**src/rtl/tlul_host_adapter.sv**
```systemverilog
// Single-outstanding TL-UL host adapter: encodes register-style requests into legal
// A-channel beats and returns the D-channel result as a one-cycle response strobe.
package TileLinkUL_pkg;
    localparam logic [2:0] PutFullData    = 3'd0;
    localparam logic [2:0] PutPartialData = 3'd1;
    localparam logic [2:0] Get            = 3'd4;
    localparam logic [2:0] AccessAck      = 3'd0;
    localparam logic [2:0] AccessAckData  = 3'd1;

    typedef struct packed {
        logic        a_valid;
        logic [2:0]  a_opcode;
        logic [2:0]  a_param;
        logic [1:0]  a_size;
        logic [7:0]  a_source;
        logic [31:0] a_address;
        logic [3:0]  a_mask;
        logic [31:0] a_data;
        logic        d_ready;
    } tl_m2s_t;

    typedef struct packed {
        logic        a_ready;
        logic        d_valid;
        logic [2:0]  d_opcode;
        logic [7:0]  d_source;
        logic [31:0] d_data;
        logic        d_error;
    } tl_s2m_t;
endpackage

module tlul_host_adapter
    import TileLinkUL_pkg::*;
#(
    parameter logic [7:0] SourceId = 8'd0
) (
    input  logic        clk_i,
    input  logic        rst_i,
    input  logic        req_valid_i,
    output logic        req_ready_o,
    input  logic        req_we_i,
    input  logic [31:0] req_addr_i,
    input  logic [31:0] req_wdata_i,
    input  logic [3:0]  req_be_i,
    output logic        rsp_valid_o,
    output logic [31:0] rsp_rdata_o,
    output logic        rsp_err_o,
    output tl_m2s_t     tl_o,
    input  tl_s2m_t     tl_i
);

    typedef enum logic [1:0] {IDLE, REQ, WAIT} state_e;

    state_e      state;
    logic        a_valid;
    logic        d_ready;
    logic [2:0]  a_opcode;
    logic [1:0]  a_size;
    logic [31:0] a_address;
    logic [3:0]  a_mask;
    logic [31:0] a_data;
    logic        rsp_valid;
    logic        rsp_err;
    logic [31:0] rsp_rdata;

    logic [2:0]  enc_opcode;
    logic [1:0]  enc_size;
    logic [1:0]  enc_offset;
    logic [3:0]  enc_mask;
    logic        enc_bad;
    logic [2:0]  exp_d_opcode;
    logic        d_err;

    // Each byte-enable pattern maps to the narrowest legal size whose lane covers it.
    always_comb begin
        enc_opcode = Get;
        enc_size   = 2'd2;
        enc_offset = 2'd0;
        enc_mask   = 4'hF;
        enc_bad    = 1'b0;
        if (req_we_i) begin
            enc_opcode = PutPartialData;
            enc_mask   = req_be_i;
            unique case (req_be_i)
                4'b1111: enc_opcode = PutFullData;
                4'b0001: begin enc_size = 2'd0; enc_offset = 2'd0; end
                4'b0010: begin enc_size = 2'd0; enc_offset = 2'd1; end
                4'b0100: begin enc_size = 2'd0; enc_offset = 2'd2; end
                4'b1000: begin enc_size = 2'd0; enc_offset = 2'd3; end
                4'b0011: begin enc_size = 2'd1; enc_offset = 2'd0; end
                4'b1100: begin enc_size = 2'd1; enc_offset = 2'd2; end
                4'b0000: enc_bad = 1'b1;
                default: enc_size = 2'd2;
            endcase
        end
    end

    assign exp_d_opcode = (a_opcode == Get) ? AccessAckData : AccessAck;
    assign d_err = tl_i.d_error | (tl_i.d_source != SourceId) | (tl_i.d_opcode != exp_d_opcode);

    always_ff @(posedge clk_i) begin
        if (rst_i) begin
            state     <= IDLE;
            a_valid   <= 1'b0;
            d_ready   <= 1'b0;
            a_opcode  <= 3'd0;
            a_size    <= 2'd0;
            a_address <= 32'd0;
            a_mask    <= 4'd0;
            a_data    <= 32'd0;
            rsp_valid <= 1'b0;
            rsp_err   <= 1'b0;
            rsp_rdata <= 32'd0;
        end else begin
            rsp_valid <= 1'b0;
            unique case (state)
                IDLE: begin
                    if (req_valid_i) begin
                        if (enc_bad) begin
                            rsp_valid <= 1'b1;
                            rsp_err   <= 1'b1;
                            rsp_rdata <= 32'd0;
                        end else begin
                            a_opcode  <= enc_opcode;
                            a_size    <= enc_size;
                            a_address <= {req_addr_i[31:2], enc_offset};
                            a_mask    <= enc_mask;
                            a_data    <= req_we_i ? req_wdata_i : 32'd0;
                            a_valid   <= 1'b1;
                            state     <= REQ;
                        end
                    end
                end
                REQ: begin
                    if (tl_i.a_ready) begin
                        a_valid <= 1'b0;
                        d_ready <= 1'b1;
                        state   <= WAIT;
                    end
                end
                WAIT: begin
                    if (tl_i.d_valid) begin
                        d_ready   <= 1'b0;
                        state     <= IDLE;
                        rsp_valid <= 1'b1;
                        rsp_err   <= d_err;
                        rsp_rdata <= (!d_err && a_opcode == Get) ? tl_i.d_data : 32'd0;
                    end
                end
                default: state <= IDLE;
            endcase
        end
    end

    assign req_ready_o = (state == IDLE);
    assign rsp_valid_o = rsp_valid;
    assign rsp_err_o   = rsp_err;
    assign rsp_rdata_o = rsp_rdata;

    always_comb begin
        tl_o           = '0;
        tl_o.a_valid   = a_valid;
        tl_o.a_opcode  = a_opcode;
        tl_o.a_param   = 3'd0;
        tl_o.a_size    = a_size;
        tl_o.a_source  = SourceId;
        tl_o.a_address = a_address;
        tl_o.a_mask    = a_mask;
        tl_o.a_data    = a_data;
        tl_o.d_ready   = d_ready;
    end

endmodule
```
**config.mk**
```make
export PLATFORM = sky130hd
export DESIGN_NAME = tlul_host_adapter
export DESIGN_NICKNAME = d
export VERILOG_FILES = /design/src/rtl/tlul_host_adapter.sv
export SDC_FILE = /design/constraint.sdc
export NUM_CORES = 1
export LEC_CHECK = 0
export ABC_AREA = 1
export BUFFER_PORTS_ARGS = -buffer_cell sky130_fd_sc_hd__buf_2
export CORE_MARGIN = 4
export CORE_UTILIZATION = 46
export DETAILED_ROUTE_END_ITERATION = 10
export PLACE_DENSITY = 0.8
export SETUP_SLACK_MARGIN = 0.02
export SLEW_MARGIN = 20
export SYNTH_ARGS = -nofsm -noshare
export SYNTH_HDL_FRONTEND = slang
export SYNTH_SLANG_ARGS = --single-unit
```
**constraint.sdc**
```tcl
create_clock -name clk_i -period 1.8 [get_ports clk_i]
set_clock_uncertainty 0.05 [all_clocks]
set_input_delay 0.18 -clock clk_i [delete_from_list [all_inputs] [get_ports clk_i]]
set_output_delay 0.18 -clock clk_i [all_outputs]
set_load 0.1 [all_outputs]
```
==> results.py, run 1 <==
metrics = {
    "timing": {
        "slew_violations": 0,
        "setup_violations": 0,
        "max_clock_freq_mhz": 630.2,
        "hold_viol_final": 0,
        "fin_crit_sh_pct": 88.16,
        "tightestPinTransition_ns": 0.5216,
        "rsz0062_at_grt": "no",
        "slew-limit-headroom_pct": 65.47,
        "min_period_ns": 1.587,
        "tns_ns": 0,
    },
    "global_routing": {
        "track_usage_pct": 20.74,
        "grt_first_pass_wirelength_mm": 21.39,
        "grt_max_degree": 41,
        "grt_remaining_overflow": 0,
        "grt_pass1_vias": 4455,
        "antenna_found_initial": 0,
    },
    "synthesis": {
        "netlist_area_mm2": 0.004872,
        "ys_ff_latch": 110,
        "netlist_top_cells_area": "dfxtp_1 (45%), nor2_1 (9.5%), nand2_1 (8.2%)",
        "ys_seq_area_share_pct": 45.20,
        "synthTopCellsByCount": "nor2_1 (123), dfxtp_1 (110), nand2_1 (107)",
        "avgSynthCellArea_um2": 7.197,
        "synth.top_cell.area_share_pct": 45.20,
        "yosysMostFrequentCell": "nor2_1",
        "ys_async_sr_fraction_pct": 0,
        "synth_top_area_cell": "dfxtp_1",
        "synth_cells": 677,
        "ys_warn_count": 0,
        "synthFlopType": "dfxtp_1",
        "ys_types": 27,
        "synth_edf_count": 0,
    },
    "placement": {
        "hpwl_mm": 9.481,
        "port_buffers": 224,
        "dp_cells": 1005,
        "place_congestion": 0.7877,
    },
    "floorplan": {
        "rows": 37,
        "io_pins": 239,
        "start_util_pct": 47.19,
        "die_area_mm2": 0.01230,
        "die_w_um": 110.9,
        "fp.dieH_um": 110.9,
        "core_mm2": 0.01032,
    },
    "cells_and_area": {
        "stdcell_count": 1024,
        "drive_gt1_share_pct": 33.67,
        "nNetsFinal": 1001,
        "diodes": 0,
        "area_delta_synth_final_pct": 28.92,
        "fillers": 956,
    },
    "critical_path": {
        "crit_type": "flip-flop to output pin",
        "cp-start-kind": "flip-flop",
        "required_ns": 1.57,
        "cp-end-kind": "output pin",
        "path_buf_inv": 3,
        "cp.arrival_ns": 1.36,
        "critPathTopFamily": "buffers and inverters",
        "crit_chain": "inv_2 -> nand2_2 -> inv_1 -> buf_2",
        "cp_max_fo": 4,
        "crit_slowest_cell": "buf_2",
        "critPathMaxStageDelay_ns": 0.43,
    },
    "clocking": {
        "cts_sinks": 110,
        "ctsResizeCount": 0,
        "cts_tree": "yes",
        "path_clk_slew_ns": 0.11,
        "cts_buffers": 9,
        "clockRootBuffer": "clkbuf_8",
        "clk_latency_ns": 0.35,
        "htree_num_levels": 3,
        "clk_path_buf_depth": 2,
    },
    "drt": {
        "drc": 0,
        "drtIter0Drc": 280,
        "firstDrtPassIters": 4,
        "via_per_inst": 4.681,
        "routed-via-count": 4793,
        "routedWlPerCell_um": 12.90,
        "routed_wirelength_mm": 13.21,
        "antenna_left": 0,
    },
    "hold_path": {
        "min_path_type": "input pin to flip-flop",
    },
    "run": {
        "cap_violations": 0,
    },
    "power": {
        "p_per_area_mw_per_mm2": 1012,
        "ir_worst_vdd_mv": 0.6455,
        "p_leak_nw": 3.266,
    },
    "run_status": {
        "outcome": "finished clean",
    },
}
-- report_power, final --
group / switching, mW / leakage, nW / internal, mW
clock network: 0.850 / 0.107 / 0.734
registers: 0.0734 / 0.902 / 2.59
logic: 1.73 / 2.26 / 0.380
-- placed cells by master (no fill, tap or decap), types with 10 or more instances in the layout --
cell type    n
dfxtp_1    108
o21ai_0     40
nor3_1      11
nand3_1     57
buf_4       10
nand2_1    107
buf_2      224
a21oi_2     30
clkbuf_8    11
inv_1       80
conb_1      12
nor2_1     123
a21oi_1     43
-- worst paths after layout --
path / slack, ns / endpoint / cells past startpoint / from
worst min register to register: 0.42 / a_data[27] / 2 / a_data[27]
worst min-delay path: 0.01 / a_address[17] / 3 / req_addr_i[17]
worst max register to register: 0.31 / a_data[16] / 8 / state[1]
worst max-delay path: 0.21 / req_ready_o / 4 / state[1]
-- final cells by class --
| class | instances | area [um2] | share of cell area, % |
|---|---|---|---|
| clock buffers | 11 | 151.4 | 2.410 |
| clock inverters | 5 | 63.81 | 1.016 |
| inverters | 85 | 324.1 | 5.159 |
| multi-input cells | 434 | 2021 | 32.17 |
| flip-flops and latches | 110 | 2205 | 35.10 |
| well taps | 136 | 170.2 | 2.709 |
| repair buffers | 243 | 1346 | 21.43 |
-- metrics by stage --
stage	power [mW]	area, um2	hold WS [ns]	setup WS, ns	util, %
5_1_grt	6.647	6281	0.005035	0.1215	60.84
4_1_cts	6.436	6281	0.0006597	0.1796	60.84
3_3_place_gp	4.811	6036	0.3780	0.2879	58.47
3_5_place_dp	4.828	6036	0.3867	0.2722	58.47
6_report	6.356	6281	0.01436	0.2132	60.84
2_1_floorplan	4.452	4916	0.2649	0.1831	-
-- per-layer routing --
layer | up-vias | routed length [um] | GRT usage [%]
met4 | 0 | 355 | 7.307
li1 | 2489 | - | -
met5 | - | 0 | 0
met3 | 26 | 1127 | 6.550
met2 | 172 | 6293 | 34.63
met1 | 2106 | 5430 | 25.15
-- logic make-up after synthesis --
logic type      count (synthesis)  synth area share [%]
simple gates                  306                 25.96
buf+inv                       144                 14.18
compound gates                115                 14.41
flops                         110                 45.20
xor+xnor                        1                0.1798
other cells                     1               0.07697
-- flip-flops by register name, summed over array words and instances, names as in the netlist --
name,flops
state,2
d_ready,1
a_mask,4
rsp_err_o,1
a_opcode,2
a_size,2
a_valid,1
rsp_rdata_o,32
a_data,32
a_address,32
rsp_valid_o,1
-- worst min-delay path: stages --
cell and delay [ns]:
buf_2 0.07, o21ai_0 0.07, nor2_1 0.07
-- timing repair --
action / CTS / global route
setup endpoints to repair: 0 / 0
setup buffers: 0 / 0
hold endpoints to repair: 3 / 0
hold buffers: 3 / 0
Power figures use the tool's default switching activity.
==> inputs of run 2 (changes only) <==
Settings changed: MAX_ROUTING_LAYER set to met4.
==> results.py, run 2 (synthesis results as in run 1) <==
metrics = {
    "run_status": {
        "outcome": "finished clean",
    },
    "critical_path": {
        "critPathTopFamily": "buffers and inverters",
        "crit_chain": "inv_2 -> nand2_2 -> inv_1 -> buf_2",
        "required_ns": 1.57,
        "cp-end-kind": "output pin",
        "cp-startpoint": "state[1]",
        "path_buf_inv": 3,
        "cp_max_fo": 4,
        "crit_slowest_cell": "buf_2",
        "cp-start-kind": "flip-flop",
        "r2r-start": "state[1]",
        "critPathMaxStageDelay_ns": 0.43,
        "cp.arrival_ns": 1.36,
        "crit_type": "flip-flop to output pin",
    },
    "timing": {
        "hold_viol_final": 0,
        "slew-limit-headroom_pct": 65.52,
        "fin_crit_sh_pct": 88.20,
        "tns_ns": 0,
        "tightestPinTransition_ns": 0.5208,
        "slew_violations": 0,
        "min_period_ns": 1.588,
        "hold_ws_ns": 0.01488,
        "rsz0062_at_grt": "no",
        "max_clock_freq_mhz": 629.9,
        "setup_violations": 0,
    },
    "placement": {
        "port_buffers": 224,
        "place_congestion": 0.7987,
        "hpwl_mm": 9.481,
        "place_area_mm2": 0.006036,
    },
    "clocking": {
        "cts_tree": "yes",
        "htree_num_levels": 3,
        "cts_buffers": 9,
        "clk_path_buf_depth": 2,
        "clockRootBuffer": "clkbuf_8",
        "cts_sinks": 110,
        "path_clk_slew_ns": 0.11,
        "clk_latency_ns": 0.35,
    },
    "drt": {
        "antenna_left": 0,
        "top_layer_used": "met4",
        "routedWlPerCell_um": 12.89,
        "routed-via-count": 4790,
        "firstDrtPassIters": 4,
        "wl_met3_um": 913,
        "routed_wirelength_mm": 13.20,
        "drtIter0Drc": 291,
        "via_per_inst": 4.678,
        "drc": 0,
        "wl_met2_mm": 6.310,
        "routedLengthMet1_mm": 5.657,
    },
    "global_routing": {
        "antenna_found_initial": 0,
        "grt_first_pass_wirelength_mm": 21.34,
        "grt_max_degree": 41,
        "grt_remaining_overflow": 0,
        "grt_pass1_vias": 4474,
        "track_usage_pct": 21.29,
    },
    "power": {
        "p_sw_mw": 2.651,
        "swShare_pct": 41.70,
        "seq_power_share_pct": 41.9,
        "comb_power_share_pct": 33.1,
        "clockPowerShare_pct": 24.9,
        "p_per_area_mw_per_mm2": 1012,
        "finalPower_mw": 6.358,
        "p_leak_nw": 3.266,
        "p_int_mw": 3.707,
        "ir_worst_vdd_mv": 0.6485,
    },
    "cells_and_area": {
        "final_common_cell": "buf_2",
        "area_delta_synth_final_pct": 28.92,
        "fin_util_pct": 60.84,
        "finalInstanceArea_mm2": 0.006281,
        "nNetsFinal": 1001,
        "layout_common_cells": "buf_2 (224), nor2_1 (123), dfxtp_1 (108), nand2_1 (107), inv_1 (80)",
        "drive_gt1_share_pct": 33.67,
        "diodes": 0,
    },
    "floorplan": {
        "core_mm2": 0.01032,
        "die_w_um": 110.9,
        "rows": 37,
        "fp.dieH_um": 110.9,
        "start_util_pct": 47.19,
        "io_pins": 239,
        "die_area_mm2": 0.01230,
    },
    "hold_path": {
        "min_path_type": "input pin to flip-flop",
        "holdCritStartpoint": "req_addr_i[17]",
    },
    "run": {
        "cap_violations": 0,
    },
}
-- run 2: cell counts in the layout (fill, tap and decap cells not counted) --
No cell type changed its count.
-- run 2: power by group through the flow --
stage / Combinational [mW] / Sequential (mW) / Clock, mW
after floorplan: 0.632 / 3.82 / 0
after global placement: 2.10 / 2.71 / 0
after detailed placement: 2.11 / 2.72 / 0
after CTS: 2.11 / 2.67 / 1.66
after global routing: 2.22 / 2.69 / 1.74
final: 2.11 / 2.67 / 1.59
-- run 2: layout make-up --
| cell class | count | area [um2] |
|---|---|---|
| clock inverter | 5 | 63.81 |
| clock buffer | 11 | 151.4 |
| tap | 136 | 170.2 |
| inverter | 85 | 324.1 |
| fill | 956 | 4043 |
| timing repair buffer | 243 | 1346 |
| multi-input combinational | 434 | 2021 |
| sequential | 110 | 2205 |
-- run 2: what timing repair did --
item | in CTS | in global routing
hold endpoints to repair | 3 | 0
buffers inserted | 0 | 0
resized for setup | 0 | 0
hold buffers | 3 | 0
-- run 2: through the flow --
| step | setup slack [ns] | instances |
|---|---|---|
| after CTS | 0.1796 | 1024 |
| after floorplan | 0.1831 | 688 |
| after global placement | 0.2879 | 1005 |
| final | 0.2124 | 1024 |
| after detailed placement | 0.2722 | 1005 |
| after global routing | 0.1188 | 1024 |
-- run 2: path summary, 6_finish.rpt --
path                         to  slack (ns)  cells after the start
hold reg to reg      a_data[29]        0.42                      2
setup reg to reg     a_data[16]        0.31                      8
hold / removal    a_address[17]        0.01                      3
setup / recovery    req_ready_o        0.21                      4
-- run 2: worst reg2reg max path, stage by stage, from the launching register on --
cell and delay, ns:
dfxtp_1 0.36, inv_2 0.07, nand2_2 0.07, nor2_4 0.17
nand2_4 0.09, inv_4 0.14, buf_12 0.21, nand3_1 0.13
a21oi_1 0.15
-- run 2: routing by layer --
layer  up-vias  GRT usage, %
li1       2489             -
met1      2108         25.87
met2       171         34.79
met3        22         5.022
met4         0         7.307
met5         -             -
==> inputs of run 3 (changes only) <==
Settings changed: CORE_UTILIZATION 46 to 40, HOLD_SLACK_MARGIN set to 0.06, PLACE_DENSITY 0.8 to 0.71.
==> results.py, run 3 (synthesis results as in run 1) <==
metrics = {
    "floorplan": {
        "io_pins": 239,
        "rows": 40,
        "die_area_mm2": 0.01401,
        "core_mm2": 0.01196,
        "start_util_pct": 40.73,
        "fp.dieH_um": 118.4,
        "die_w_um": 118.4,
    },
    "placement": {
        "place_area_mm2": 0.006045,
        "place_congestion": 0.7923,
        "port_buffers": 224,
        "detailedPlace.worstSlack_ns": 0.09371,
        "hpwl_mm": 9.543,
    },
    "drt": {
        "drc": 0,
        "firstDrtPassIters": 4,
        "routed-via-count": 5076,
        "drtIter0Drc": 286,
        "routedWlPerCell_um": 13.47,
        "routed_wirelength_mm": 14.68,
        "antenna_left": 0,
        "via_per_inst": 4.657,
    },
    "critical_path": {
        "reg2reg_slack_ns": 0.21,
        "cp-startpoint": "req_be_i[3]",
        "reg2reg_to": "a_data[25]",
        "cp-endpoint": "rsp_rdata_o[31]",
        "crit_type": "input pin to flip-flop",
        "reg2reg_depth": 8,
        "cp.arrival_ns": 1.86,
        "cp-end-kind": "flip-flop",
        "cp-start-kind": "input pin",
        "cp_max_fo": 20,
        "r2r-start": "state[1]",
        "required_ns": 1.98,
    },
    "power": {
        "comb_power_share_pct": 31.9,
        "clockPowerShare_pct": 29.6,
        "p_per_area_mw_per_mm2": 1001,
        "seq_power_share_pct": 38.5,
        "p_sw_mw": 2.730,
        "p_int_mw": 4.205,
        "p_leak_nw": 3.533,
        "swShare_pct": 39.36,
        "ir_worst_vdd_mv": 0.7137,
    },
    "timing": {
        "slew-limit-headroom_pct": 63.84,
        "tns_ns": 0,
        "hold_ws_ns": 0.07286,
        "max_clock_freq_mhz": 597.5,
        "hold_viol_final": 0,
        "worst_slack_ns": 0.1262,
        "slew_violations": 0,
        "fin_crit_sh_pct": 92.99,
        "min_period_ns": 1.674,
        "tightestPinTransition_ns": 0.5423,
        "setup_violations": 0,
    },
    "run": {
        "cap_violations": 0,
    },
    "global_routing": {
        "antenna_found_initial": 1,
        "grt_first_pass_wirelength_mm": 23.09,
        "grt_remaining_overflow": 0,
        "grt_pass1_vias": 4733,
        "grt_max_degree": 41,
        "track_usage_pct": 20.63,
    },
    "cells_and_area": {
        "finalInstanceArea_mm2": 0.006927,
        "final_common_cell": "buf_2",
        "area_delta_synth_final_pct": 42.17,
        "drive_gt1_share_pct": 32.17,
        "layout_common_cells": "buf_2 (224), nor2_1 (123), dfxtp_1 (108), nand2_1 (106), inv_1 (80)",
        "nNetsFinal": 1055,
    },
    "clocking": {
        "cts_tree": "yes",
        "htree_num_levels": 3,
        "path_clk_slew_ns": 0.07,
        "cts_buffers": 9,
        "clk_latency_ns": 0.34,
        "cts_post_setup_buffers_inserted": 0,
        "clk_path_buf_depth": 2,
        "cts_sinks": 110,
        "clockRootBuffer": "clkbuf_16",
    },
    "hold_path": {
        "min_path_type": "input pin to flip-flop",
    },
    "run_status": {
        "outcome": "finished clean",
    },
}
==> run 3: cell count changes in the layout (fill, tap and decap cells not counted), sizes merged <==
cell,change
diode,+1
inv,-1
clkinv,+1
dlygate4sd3,+52
buf,+1
o21ai,+1
==> run 3: layout make-up <==
cell class,instances,area [um2]
timing repair buffer,296,1866
fill,1118,5035
inverter,85,324.1
tap,147,183.9
sequential,110,2205
multi-input combinational,435,2037
clock inverter,5,56.30
clock buffer,11,252.7
antenna,1,2.502
==> run 3: power groups by stage <==
| stage | Clock, mW | Combinational [mW] | Sequential, mW |
|---|---|---|---|
| 2_1_floorplan | 0 | 0.632 | 3.82 |
| 3_3_place_gp | 0 | 2.10 | 2.72 |
| 3_5_place_dp | 0 | 2.10 | 2.72 |
| 4_1_cts | 2.12 | 2.20 | 2.67 |
| 5_1_grt | 2.20 | 2.32 | 2.69 |
| 6_report | 2.05 | 2.21 | 2.67 |
==> run 3: worst max-delay path: stages <==
cell	delay [ns]
dlygate4sd3_1	0.54
buf_2	0.15
nor2_1	0.17
nand3_2	0.15
nand2_2	0.14
o21ai_4	0.14
inv_4	0.11
buf_12	0.19
a21oi_1	0.08
==> run 3: repair_timing <==
action,4_1_cts,5_1_grt
endpoints found under the hold margin,55,0
hold buffers,55,0
resized for setup,0,3
endpoints found under the setup margin,0,29
==> run 3: per-layer routing <==
| metal | global-route usage, % | vias to the layer above | share of wire (%) |
|---|---|---|---|
| met4 | 8.498 | 0 | 2.3 |
| li1 | - | 2604 | - |
| met2 | 34.62 | 198 | 49 |
| met3 | 4.593 | 29 | 7.3 |
| met5 | - | - | 0 |
| met1 | 23.88 | 2245 | 41 |
==> run 3: per-stage QoR <==
| step | util, % | total power, mW | std cells |
|---|---|---|---|
| after floorplan | - | 4.452 | 688 |
| after global placement | 50.53 | 4.817 | 1017 |
| after detailed placement | 50.53 | 4.826 | 1017 |
| after CTS | 57.72 | 6.989 | 1088 |
| after global routing | 57.91 | 7.216 | 1090 |
| final | 57.91 | 6.935 | 1090 |
==> run 3: how the worst min path moves through the flow <==
stage | from | end | slack, ns | cells past startpoint
after CTS | req_be_i[2] | a_mask[2] | 0.06 | 3
after global placement | req_addr_i[12] | a_address[12] | 0.38 | 3
after detailed placement | req_addr_i[18] | a_address[18] | 0.38 | 3
after global routing | req_wdata_i[6] | a_data[6] | 0.09 | 3
final | req_be_i[2] | a_mask[2] | 0.07 | 3
after floorplan | req_be_i[1] | a_mask[1] | 0.26 | 2
